[config.mk]
export PLATFORM = sky130hd
export DESIGN_NAME = mem_bus_arbiter
export DESIGN_NICKNAME = d
export VERILOG_FILES = /design/src/rtl/mem_bus_arbiter.sv
export SDC_FILE = /design/constraint.sdc
export NUM_CORES = 1
export LEC_CHECK = 0
export CORE_UTILIZATION = 50
export DETAILED_ROUTE_END_ITERATION = 6
export PLACE_DENSITY = 0.8
export REMOVE_ABC_BUFFERS = 1
export SLEW_MARGIN = 0
export SYNTH_ARGS = -nofsm -noshare
export SYNTH_HDL_FRONTEND = slang
export SYNTH_SLANG_ARGS = --single-unit
export TNS_END_PERCENT = 50
[constraint.sdc]
create_clock -name clk_in -period 4.6 [get_ports clk_in]
set_input_delay 0.46 -clock clk_in [delete_from_list [all_inputs] [get_ports clk_in]]
set_output_delay 0.46 -clock clk_in [all_outputs]
set_load 0.02 [all_outputs]
[src/rtl/mem_bus_arbiter.sv]
// mem_bus_arbiter: byte-serial RAM/IO bus shared by fetch and load/store.
// Define MEM_ARB_STARVE_EN to bound fetch starvation under LS traffic.
module mem_bus_arbiter #(
   parameter int STARVE_MAX = 4,
   parameter int CNT_W      = 3
) (
   input  logic        clk_in,
   input  logic        rst_in,
   input  logic        rdy_in,
   input  logic        flush,
   input  logic        if_req,
   input  logic [31:0] if_addr,
   output logic        if_done,
   output logic [31:0] if_data,
   input  logic        ls_req,
   input  logic        ls_we,
   input  logic [1:0]  ls_size,
   input  logic [31:0] ls_addr,
   input  logic [31:0] ls_wdata,
   output logic        ls_done,
   output logic [31:0] ls_rdata,
   input  logic [7:0]  mem_din,
   output logic [7:0]  mem_dout,
   output logic [31:0] mem_a,
   output logic        mem_wr,
   input  logic        io_buffer_full
);
   typedef enum logic [2:0] {
      IDLE, IF_RD, LS_RD, LS_WR, LS_WAIT_IO
   } state_t;

   state_t      state;
   logic [31:0] base, wdata;
   logic [2:0]  n, s, rw, ls_n;
   logic [1:0]  lane;
   logic        pv, frz, io, wr_q;
   logic        ls_io, pick_ls, pick_if, grant_ok;

   assign mem_wr   = wr_q & rdy_in;
   assign ls_io    = (ls_addr[17:16] == 2'b11);
   assign lane     = s[1:0] - 2'd1;
   // pv: mem_din currently holds byte s-1; rewind to it after a freeze
   assign rw       = pv ? s - 3'd1 : s;
   assign grant_ok = rdy_in && state == IDLE && !if_done && !ls_done;

   always_comb begin
      ls_n = 3'd4;
      unique case (ls_size)
         2'd0:    ls_n = 3'd1;
         2'd1:    ls_n = 3'd2;
         default: ls_n = 3'd4;
      endcase
   end

`ifdef MEM_ARB_STARVE_EN
   logic [CNT_W-1:0] starve_cnt;
   logic             force_if;

   assign force_if = if_req && (starve_cnt == CNT_W'(STARVE_MAX));
   assign pick_ls  = ls_req && !force_if;

   always_ff @(posedge clk_in) begin
      if (!rst_in) begin
         starve_cnt <= '0;
      end else if (grant_ok) begin
         if (pick_ls && if_req && !force_if)
            starve_cnt <= starve_cnt + 1'b1;
         else if (pick_if)
            starve_cnt <= '0;
      end
   end
`else
   assign pick_ls = ls_req;
`endif

   assign pick_if = if_req && !flush && !pick_ls;

   always_ff @(posedge clk_in) begin
      if (!rst_in) begin
         state    <= IDLE;
         base     <= '0;
         wdata    <= '0;
         n        <= '0;
         s        <= '0;
         pv       <= 1'b0;
         frz      <= 1'b0;
         io       <= 1'b0;
         wr_q     <= 1'b0;
         if_done  <= 1'b0;
         ls_done  <= 1'b0;
         if_data  <= '0;
         ls_rdata <= '0;
         mem_a    <= '0;
         mem_dout <= '0;
      end else begin
         frz <= !rdy_in;
         if (rdy_in) begin
            if_done <= 1'b0;
            ls_done <= 1'b0;
            unique case (state)
               IDLE: begin
                  if (grant_ok && pick_ls) begin
                     base  <= ls_addr;
                     wdata <= ls_wdata;
                     n     <= ls_n;
                     io    <= ls_io;
                     pv    <= 1'b0;
                     if (!ls_we) begin
                        state    <= LS_RD;
                        mem_a    <= ls_addr;
                        ls_rdata <= '0;
                        s        <= 3'd0;
                     end else if (ls_io && io_buffer_full) begin
                        state <= LS_WAIT_IO;
                        mem_a <= '0;
                        s     <= 3'd0;
                     end else begin
                        state    <= LS_WR;
                        mem_a    <= ls_addr;
                        mem_dout <= ls_wdata[7:0];
                        wr_q     <= 1'b1;
                        s        <= 3'd1;
                     end
                  end else if (grant_ok && pick_if) begin
                     state   <= IF_RD;
                     base    <= if_addr;
                     mem_a   <= if_addr;
                     n       <= 3'd4;
                     s       <= 3'd0;
                     pv      <= 1'b0;
                     io      <= 1'b0;
                     if_data <= '0;
                  end
               end
               IF_RD, LS_RD: begin
                  if (state == IF_RD && flush) begin
                     state <= IDLE;
                     wr_q  <= 1'b0;
                  end else if (frz) begin
                     mem_a <= base + {29'b0, rw};
                     s     <= rw;
                     pv    <= 1'b0;
                  end else begin
                     if (pv && state == IF_RD)
                        if_data[{lane, 3'b000} +: 8] <= mem_din;
                     if (pv && state == LS_RD)
                        ls_rdata[{lane, 3'b000} +: 8] <= mem_din;
                     if (pv && s == n) begin
                        state   <= IDLE;
                        if_done <= (state == IF_RD);
                        ls_done <= (state == LS_RD);
                     end else begin
                        if (s + 3'd1 < n)
                           mem_a <= base + {29'b0, s + 3'd1};
                        s  <= s + 3'd1;
                        pv <= 1'b1;
                     end
                  end
               end
               LS_WR: begin
                  if (s == n) begin
                     state   <= IDLE;
                     wr_q    <= 1'b0;
                     ls_done <= 1'b1;
                  end else if (io && io_buffer_full) begin
                     state <= LS_WAIT_IO;
                     wr_q  <= 1'b0;
                     mem_a <= '0;
                  end else begin
                     mem_a    <= base + {29'b0, s};
                     mem_dout <= wdata[{s[1:0], 3'b000} +: 8];
                     s        <= s + 3'd1;
                  end
               end
               LS_WAIT_IO: begin
                  if (!io_buffer_full) begin
                     state    <= LS_WR;
                     wr_q     <= 1'b1;
                     mem_a    <= base + {29'b0, s};
                     mem_dout <= wdata[{s[1:0], 3'b000} +: 8];
                     s        <= s + 3'd1;
                  end
               end
               default: state <= IDLE;
            endcase
         end
      end
   end
endmodule

# Word level (Yosys, flattened, before mapping)
# Cells that the tools add are included.
[op_classes]
reduce_logical = 35
n_lt_le_gt_ge = 1
n_eq_ne = 27
n_addsub = 7
mux = 84
n_bitwise = 1
n_shift = 3
[ops]
columns = ["cell", "n"]
rows = [
  ["two-way mux 32 bit", 22],
  ["case mux 32 bit (2 select lines)", 2],
  ["case mux 32 bit (4 select lines)", 1],
  ["adder 32 x 3 -> 32 bit", 3],
  ["bitwise mux 32 bit", 2],
  ["two-way mux 3 bit", 21],
  ["two-way mux 8 bit", 6],
  ["AND reduction 8 bit", 4],
  ["variable shift 8 x 7 -> 32 bit (first input constant)", 1],
  ["variable part select 32 x 6 -> 8 bit", 1],
  ["variable part select 8 x 7 -> 32 bit", 1],
  ["inequality test 2 bit (second input constant)", 12],
  ["case mux 3 bit (4 select lines)", 2],
  ["case mux 8 bit (3 select lines)", 1],
  ["two-way mux 1 bit", 23],
  ["inequality test 3 bit (second input constant)", 5],
  ["AND reduction 7 bit", 2],
  ["logical AND 1 bit", 13],
  ["negation 5 -> 7 bit", 1],
  ["equality test 3 x 2 -> 1 bit (second input constant)", 2],
  ["case mux 3 bit (2 select lines)", 1],
  ["AND reduction 3 bit", 2],
  ["AND reduction 6 bit", 1],
  ["zero test 1 bit", 5],
  ["other kinds (21)", 24],
]
[word_totals]
output_inout_bits = 107
register_bits = 183
word_cells = 173

# Longest topological paths before layout
[logic_depth]
ltp_word = 8
mapped_depth = 13
mapped_depth_nobuf = 11

# Worst setup path after synthesis
# OpenSTA, ideal clock, no wires.
[synth_timing]
path_type = "flip-flop to flip-flop"
from = "register s[1]"
to = "register mem_a[7]"
period_less_slack_ns = 3.427
arrival_ns = 3.302
setup_ns = 0.124
required_ns = 4.476
path_stages_with_launch = 14
slack_ns = 1.173
cell_sequence = "dfxtp_1 > buf_1 > inv_1 > ha_1 > a21oi_1 > mux2_2 > ha_1 > a21o_1 > a21oi_1 > clkbuf_1 > o22a_1 > nor3_1 > a221oi_1 > a21oi_1"
[synth_between]
elab_chain_len = 7
[synth_lines]
columns = ["element", "line_no", "rtl"]
rows = [
  ["start: declaration", "34", "logic [2:0] n, s, rw, ls_n;"],
  ["start signal: assignment", "141", "s <= rw;"],
  ["start signal: assignment", "155", "s <= s + 3'd1;"],
  ["start signal: assignment", "172", "s <= s + 3'd1;"],
  ["adder 3 x 1 -> 3 bit", "153, 154", ""],
  ["adder 32 x 3 -> 32 bit", "154", "mem_a <= base + {29'b0, s + 3'd1};"],
  ["two-way mux 32 bit", "153", "if (s + 3'd1 < n)"],
  ["two-way mux 32 bit", "148", "if (pv && s == n) begin"],
  ["two-way mux 32 bit", "139", "end else if (frz) begin"],
  ["two-way mux 32 bit", "136", "if (state == IF_RD && flush) begin"],
  ["case mux 32 bit (4 select lines)", "100", "unique case (state)"],
  ["end signal: assignment", "110", "mem_a <= ls_addr;"],
  ["end signal: assignment", "140", "mem_a <= base + {29'b0, rw};"],
  ["end signal: assignment", "154", ""],
  ["end: declaration", "24", "output logic [31:0] mem_a,"],
]
# Parallel ways exist; a longest one is shown, timed or not. The select of a mux whose other input is x is not followed.
# A chain may end at the register's enable or synchronous reset.

# Final worst setup path
[layout_timing]
from = "register s[0]"
to = "register mem_a[4]"
# Same word-level chain as after synthesis.

==> flow_metrics.py <==
metrics = {
    "setup_path": {
        "cp.arrival_ns": 3.90,
        "worstSetupPathType": "flip-flop to flip-flop",
        "path_cells": "buf_4, inv_1, ha_1, a21oi_1, mux2_2, fa_1, a21oi_1, nand2b_1, o22ai_1, mux2_2, a21oi_1, a21oi_1",
        "cp-end-kind": "flip-flop",
        "cpPeakStageDelay_ns": 0.46,
        "critPathMaxFanout": 18,
        "crit_top_cell": "a21oi_1",
        "start_kind": "flip-flop",
        "crit_family": "adder cells",
        "timing.critical_path.buf_inv": 2,
        "cp.required_ns": 4.90,
        "slowest_stage": "fa_1",
    },
    "clock_network": {
        "h-tree-depth": 4,
        "cts_setup_buffers": 0,
        "numCtsBuffers": 17,
        "clock_path_buffers": 2,
        "clock-sinks": 183,
        "post_cts_resize_count": 0,
        "clkLatencyLatePin_ns": 0.44,
        "clk_pin_slew_ns": 0.08,
        "root_buffer": "clkbuf_16",
        "cts_hold_buf": 0,
        "cts_tree": "done",
    },
    "sta": {
        "finalMaxSlewViolations": 0,
        "setup_ws_ns": 1.00,
        "timing.final.hold_violations": 0,
        "rsz0062_at_grt": "false",
        "fin_setup_tns_ns": 0,
        "setup_viol": 0,
        "min_period_ns": 3.60,
        "fin_skew_ns": 0.0118,
        "tightest_slew_ns": 1.26,
        "maxSlewHeadroom": 0.153,
        "fin_crit_sh": 0.782,
        "fmax_ghz": 0.278,
    },
    "status": {
        "status": "complete, no violations",
    },
    "routing": {
        "remaining_drc_errors": 0,
        "avgRoutedWirePerCell_um": 19.0,
        "vias_per_cell": 6.19,
        "antenna_left": 0,
        "drt_iter0_drc": 1077,
        "vias": 9880,
        "wirelength_um": 30300,
        "first_pass_iters": 6,
    },
    "finish": {
        "final_common_cell": "clkdlybuf4s50_1",
        "drive_gt1_frac": 0.0698,
        "final_cell_mix": "clkdlybuf4s50_1 (219), dfxtp_1 (183), nand2_1 (175)",
        "fin_nets": 1478,
        "diodes": 0,
        "synthToLayoutAreaGrowth_pct": 30.2,
        "fill_cells": 1560,
    },
    "placed_design": {
        "gp_congestion": 0.914,
        "io_buffers": 220,
        "pre_cts_slack_ns": 1.05,
        "dp_hpwl_um": 20700,
    },
    "run": {
        "max_cap_violations": 0,
    },
    "logic_synthesis": {
        "ys_ff_latch": 183,
        "ys_async_sr_fraction": 0,
        "yosysTopAreaCellShare": 0.382,
        "synth_ff_type": "dfxtp_1",
        "syn_inst": 1184,
        "synth_area_leader_cell": "dfxtp_1",
        "synth_area_per_cell_um2": 8.10,
        "ys_top_cells_by_area": "dfxtp_1 (38%), a21oi_1 (7.4%), nand2_1 (6.9%)",
        "synthDistinctLibCells": 70,
        "synth_edf_count": 0,
        "synth_area_mm2": 0.00959,
        "ys_seq_area_frac": 0.382,
        "ys_warn_count": 0,
    },
    "power": {
        "comb_power_share": 0.211,
        "seqPwrFrac": 0.426,
        "p_leak_nw": 4.29,
        "netSwitchingFraction": 0.308,
        "power.internal_mw": 2.89,
        "switchingPower_mw": 1.29,
        "power.share.clock": 0.364,
        "p_per_area_mw_per_mm2": 334,
        "ir_worst_vdd_uv": 262,
    },
    "floorplan": {
        "dieArea_mm2": 0.0197,
        "core_area_mm2": 0.0188,
        "rows": 50,
        "io_pins": 221,
        "start_util": 0.511,
        "fp.dieW_um": 140,
        "fp.dieH_um": 140,
    },
    "global_routing": {
        "grt_pass1_vias": 9214,
        "antenna_found_initial": 0,
        "grt_use_total": 0.302,
        "overflow": 0,
        "grt_pass1_wl_um": 47700,
        "grt_max_degree": 76,
    },
    "min_path": {
        "min_path_type": "flip-flop to flip-flop",
    },
}
==> stage by stage <==
stage	instance area (µm²)	power, mW	utilization	hold slack, ns	instances
6_report	12500	4.17	0.665	0.454	1596
5_1_grt	12500	4.32	0.665	0.472	1596
4_1_cts	12500	4.16	0.665	0.456	1596
3_5_place_dp	11900	2.67	0.633	0.447	1564
3_3_place_gp	11900	2.66	0.633	0.439	1564
2_1_floorplan	9210	2.27	-	0.433	1091
==> worst min-delay path: stages, from the launching register on <==
cell and delay, ns:
dfxtp_1 0.31, nand2_1 0.05, a21oi_1 0.05
==> state kept, by name, indices dropped and copies added, names as in the netlist <==
| name | flops |
|---|---|
| ls_rdata | 32 |
| s | 3 |
| wdata | 32 |
| mem_dout | 8 |
| frz | 1 |
| base | 32 |
| state | 3 |
| ls_done | 1 |
| if_data | 32 |
| pv | 1 |
| if_done | 1 |
| io | 1 |
| n | 3 |
| wr_q | 1 |
| mem_a | 32 |
==> power by group through the flow <==
stage	Clock (mW)	Sequential, mW	Combinational [mW]
after floorplan	0	1.84	0.429
after global placement	0	1.81	0.849
after detailed placement	0	1.81	0.864
after CTS	1.52	1.77	0.869
after global routing	1.59	1.79	0.946
final	1.52	1.78	0.879
==> cells in the mapped netlist (8+ instances only) <==
cell type / n
nand2_1: 175
o221a_2: 14
a211oi_1: 8
o21ai_0: 80
xnor2_1: 22
a21oi_1: 141
and2_1: 28
o21a_1: 8
xor2_1: 10
nor4_1: 14
a22oi_1: 38
nand4_1: 12
and3_1: 11
nand3_1: 17
buf_2: 11
nor2_1: 80
nor3_1: 23
dfxtp_1: 183
a22o_1: 8
o22ai_1: 15
ha_1: 13
a31oi_1: 15
and4_1: 9
clkbuf_1: 73
mux2i_1: 39
inv_1: 18
mux4_2: 8
a311oi_1: 12
==> logic make-up (layout without fill, tap and decap cells) <==
group                      Yosys count  count (layout)  synth area share
AOI/OAI and AO/OA                  398             398             0.264
xor gates and xnor gates            32              32            0.0292
adders and majority gates           15              15            0.0211
buffers and inverters              111             289            0.0461
DFF                                183             183             0.382
muxes                               50              50            0.0630
and+or+nand+nor                    395             395             0.194
==> metal layers <==
metal	GRT usage	vias to the layer above	wire [µm]
li1	-	4649	-
met1	0.406	4643	12900
met2	0.479	513	14000
met3	0.0550	75	2530
met4	0.120	0	873
met5	0	-	0
==> final cells by class <==
class                           instances  area (µm²)  share of cell area
Timing Repair Buffer                  239        2340               0.187
Inverter                               18        68.8             0.00551
Clock inverter                         14         161              0.0129
Sequential cell                       183        3660               0.294
Tap cell                              234         293              0.0235
Multi-Input combinational cell        890        5520               0.442
Clock buffer                           18         439              0.0352
==> final timing paths <==
kind,from,end,slack (ns),depth (start not counted)
hold / removal,wdata[5]$_SDFFE_PN0P_,wdata[5]$_SDFFE_PN0P_,0.45,2
hold reg to reg,wdata[5]$_SDFFE_PN0P_,wdata[5]$_SDFFE_PN0P_,0.45,2
setup / recovery,s[0]$_SDFFE_PN0P_,mem_a[4]$_SDFFE_PN0P_,1.00,12
setup reg to reg,s[0]$_SDFFE_PN0P_,mem_a[4]$_SDFFE_PN0P_,1.00,12
Note: power is estimated with default switching activity, not from simulation.
==> RTL edit, RTL diff (same settings) <==
Add a define of `MEM_ARB_STARVE_EN`.
--- a/src/rtl/mem_bus_arbiter.sv
+++ b/src/rtl/mem_bus_arbiter.sv
@@ -2,2 +2,4 @@
 // Define MEM_ARB_STARVE_EN to bound fetch starvation under LS traffic.
+`define MEM_ARB_STARVE_EN
+
 module mem_bus_arbiter #(
Check against the original RTL: not settled (the Yosys comparison gave no result); the edit may change what the design does.
==> RTL edit against the unedited design <==
- wire length fell by 0.68%
- critical path depth is 1 lower
- combinational power up 84%
- worst hold slack better by 1.8 ps
- sequential cell count up 3
- power increased by 22%
- synthesized area rose by 5.0%
- highest routed layer unchanged
- clock skew down 1.6 ps
- worst setup slack worse by 92 ps
- cell area increased by 3.9%
==> RTL edit: results <==
export IMPL_status="finished clean"
export IMPL_finalWeightedCongestion=0.899
export IMPL_worstPathMaxFanout=11
export IMPL_dp_final_hpwl_microns=20500
export IMPL_cp_slowest_cell="dfxtp_1"
export IMPL_wirelength_microns=30100
export IMPL_dp_cells=1628
export IMPL_grt_pass1_vias=9375
export IMPL_synthXorXnorAreaFrac_pct=3.39
export IMPL_place_ws_ps=1040
export IMPL_endpoint="mem_a[30]"
export IMPL_inverters_excl_clock=17
export IMPL_synth_seq_cells=186
export IMPL_muxShareOfSynthArea_pct=11.8
export IMPL_synthTopCellsByArea="dfxtp_1 (37%), mux2i_1 (9.2%), a21oi_1 (5.8%), nand2_1 (5.0%), nor2_1 (4.9%)"
export IMPL_bufAreaShareNonClock_pct=18.1
export IMPL_synth_common_cells="dfxtp_1 (186), nand2_1 (135), nor2_1 (132), a21oi_1 (116), mux2i_1 (92)"
export IMPL_reg2reg_slack_ps=910
export IMPL_cellLeakagePower_uw=0.00492
export IMPL_register_area_sq_mm=0.00372
export IMPL_post_drt_via_cell_ratio=5.94
export IMPL_slowest_delay_ps=550
export IMPL_max_vdd_ir_drop_uv=295
export IMPL_synth_seq_area_share_pct=37.0
export IMPL_num_multi_input_gates=923
export IMPL_fill_cells=1644
export IMPL_r2r_cells=11
export IMPL_worstPathArrival_ps=4060
export IMPL_drive_above_1_share_pct=6.24
export IMPL_grt_usage_pct=29.5
export IMPL_synthAdderAreaFrac_pct=2.26
export IMPL_clock_area_share_pct=4.68
export IMPL_tightest_slew_ps=1080
export IMPL_finClkSkew_ps=10.1
export IMPL_multi_input_area_share_pct=45.5
export IMPL_placed_cell_area_sq_mm=0.0124
export IMPL_drt_iter0_drc=1020
export IMPL_final_nets=1513
export IMPL_fmax_ghz=0.271
export IMPL_grt_max_degree=82
export IMPL_cts_setup_buffers=0
export IMPL_synth_cell_type_count=73
export IMPL_routed_via_count=9862
export IMPL_die_width_microns=144
export IMPL_synth_cells=1219
==> RTL edit: power by group <==
| part | switching [uW] | internal, uW |
|---|---|---|
| Combinational | 952 | 670 |
| Clock | 732 | 783 |
| Sequential | 180 | 1780 |
==> RTL edit: routing by layer <==
layer	global-route usage, %	wire [microns]	vias up
li1	-	-	4700
met1	38.5	12700	4594
met2	46.5	13900	491
met3	6.33	2590	77
met4	13.4	944	0
met5	0	0	-
==> RTL edit: logic make-up after synthesis <==
| logic type | after synthesis |
|---|---|
| AO/OA/AOI/OAI | 286 |
| XOR/XNOR | 39 |
| adder cells (fa/ha/maj) | 17 |
| buffers and inverters | 110 |
| flip-flops | 186 |
| multiplexers | 108 |
| AND/OR/NAND/NOR | 473 |
==> RTL edit: worst max-delay path: cells and delay by family, from the launching register on <==
family          cells  cell delay, ps
fa+ha+maj           2             770
buf+inv             2             240
simple gates        3             990
compound gates      4            1070
flops               1             550
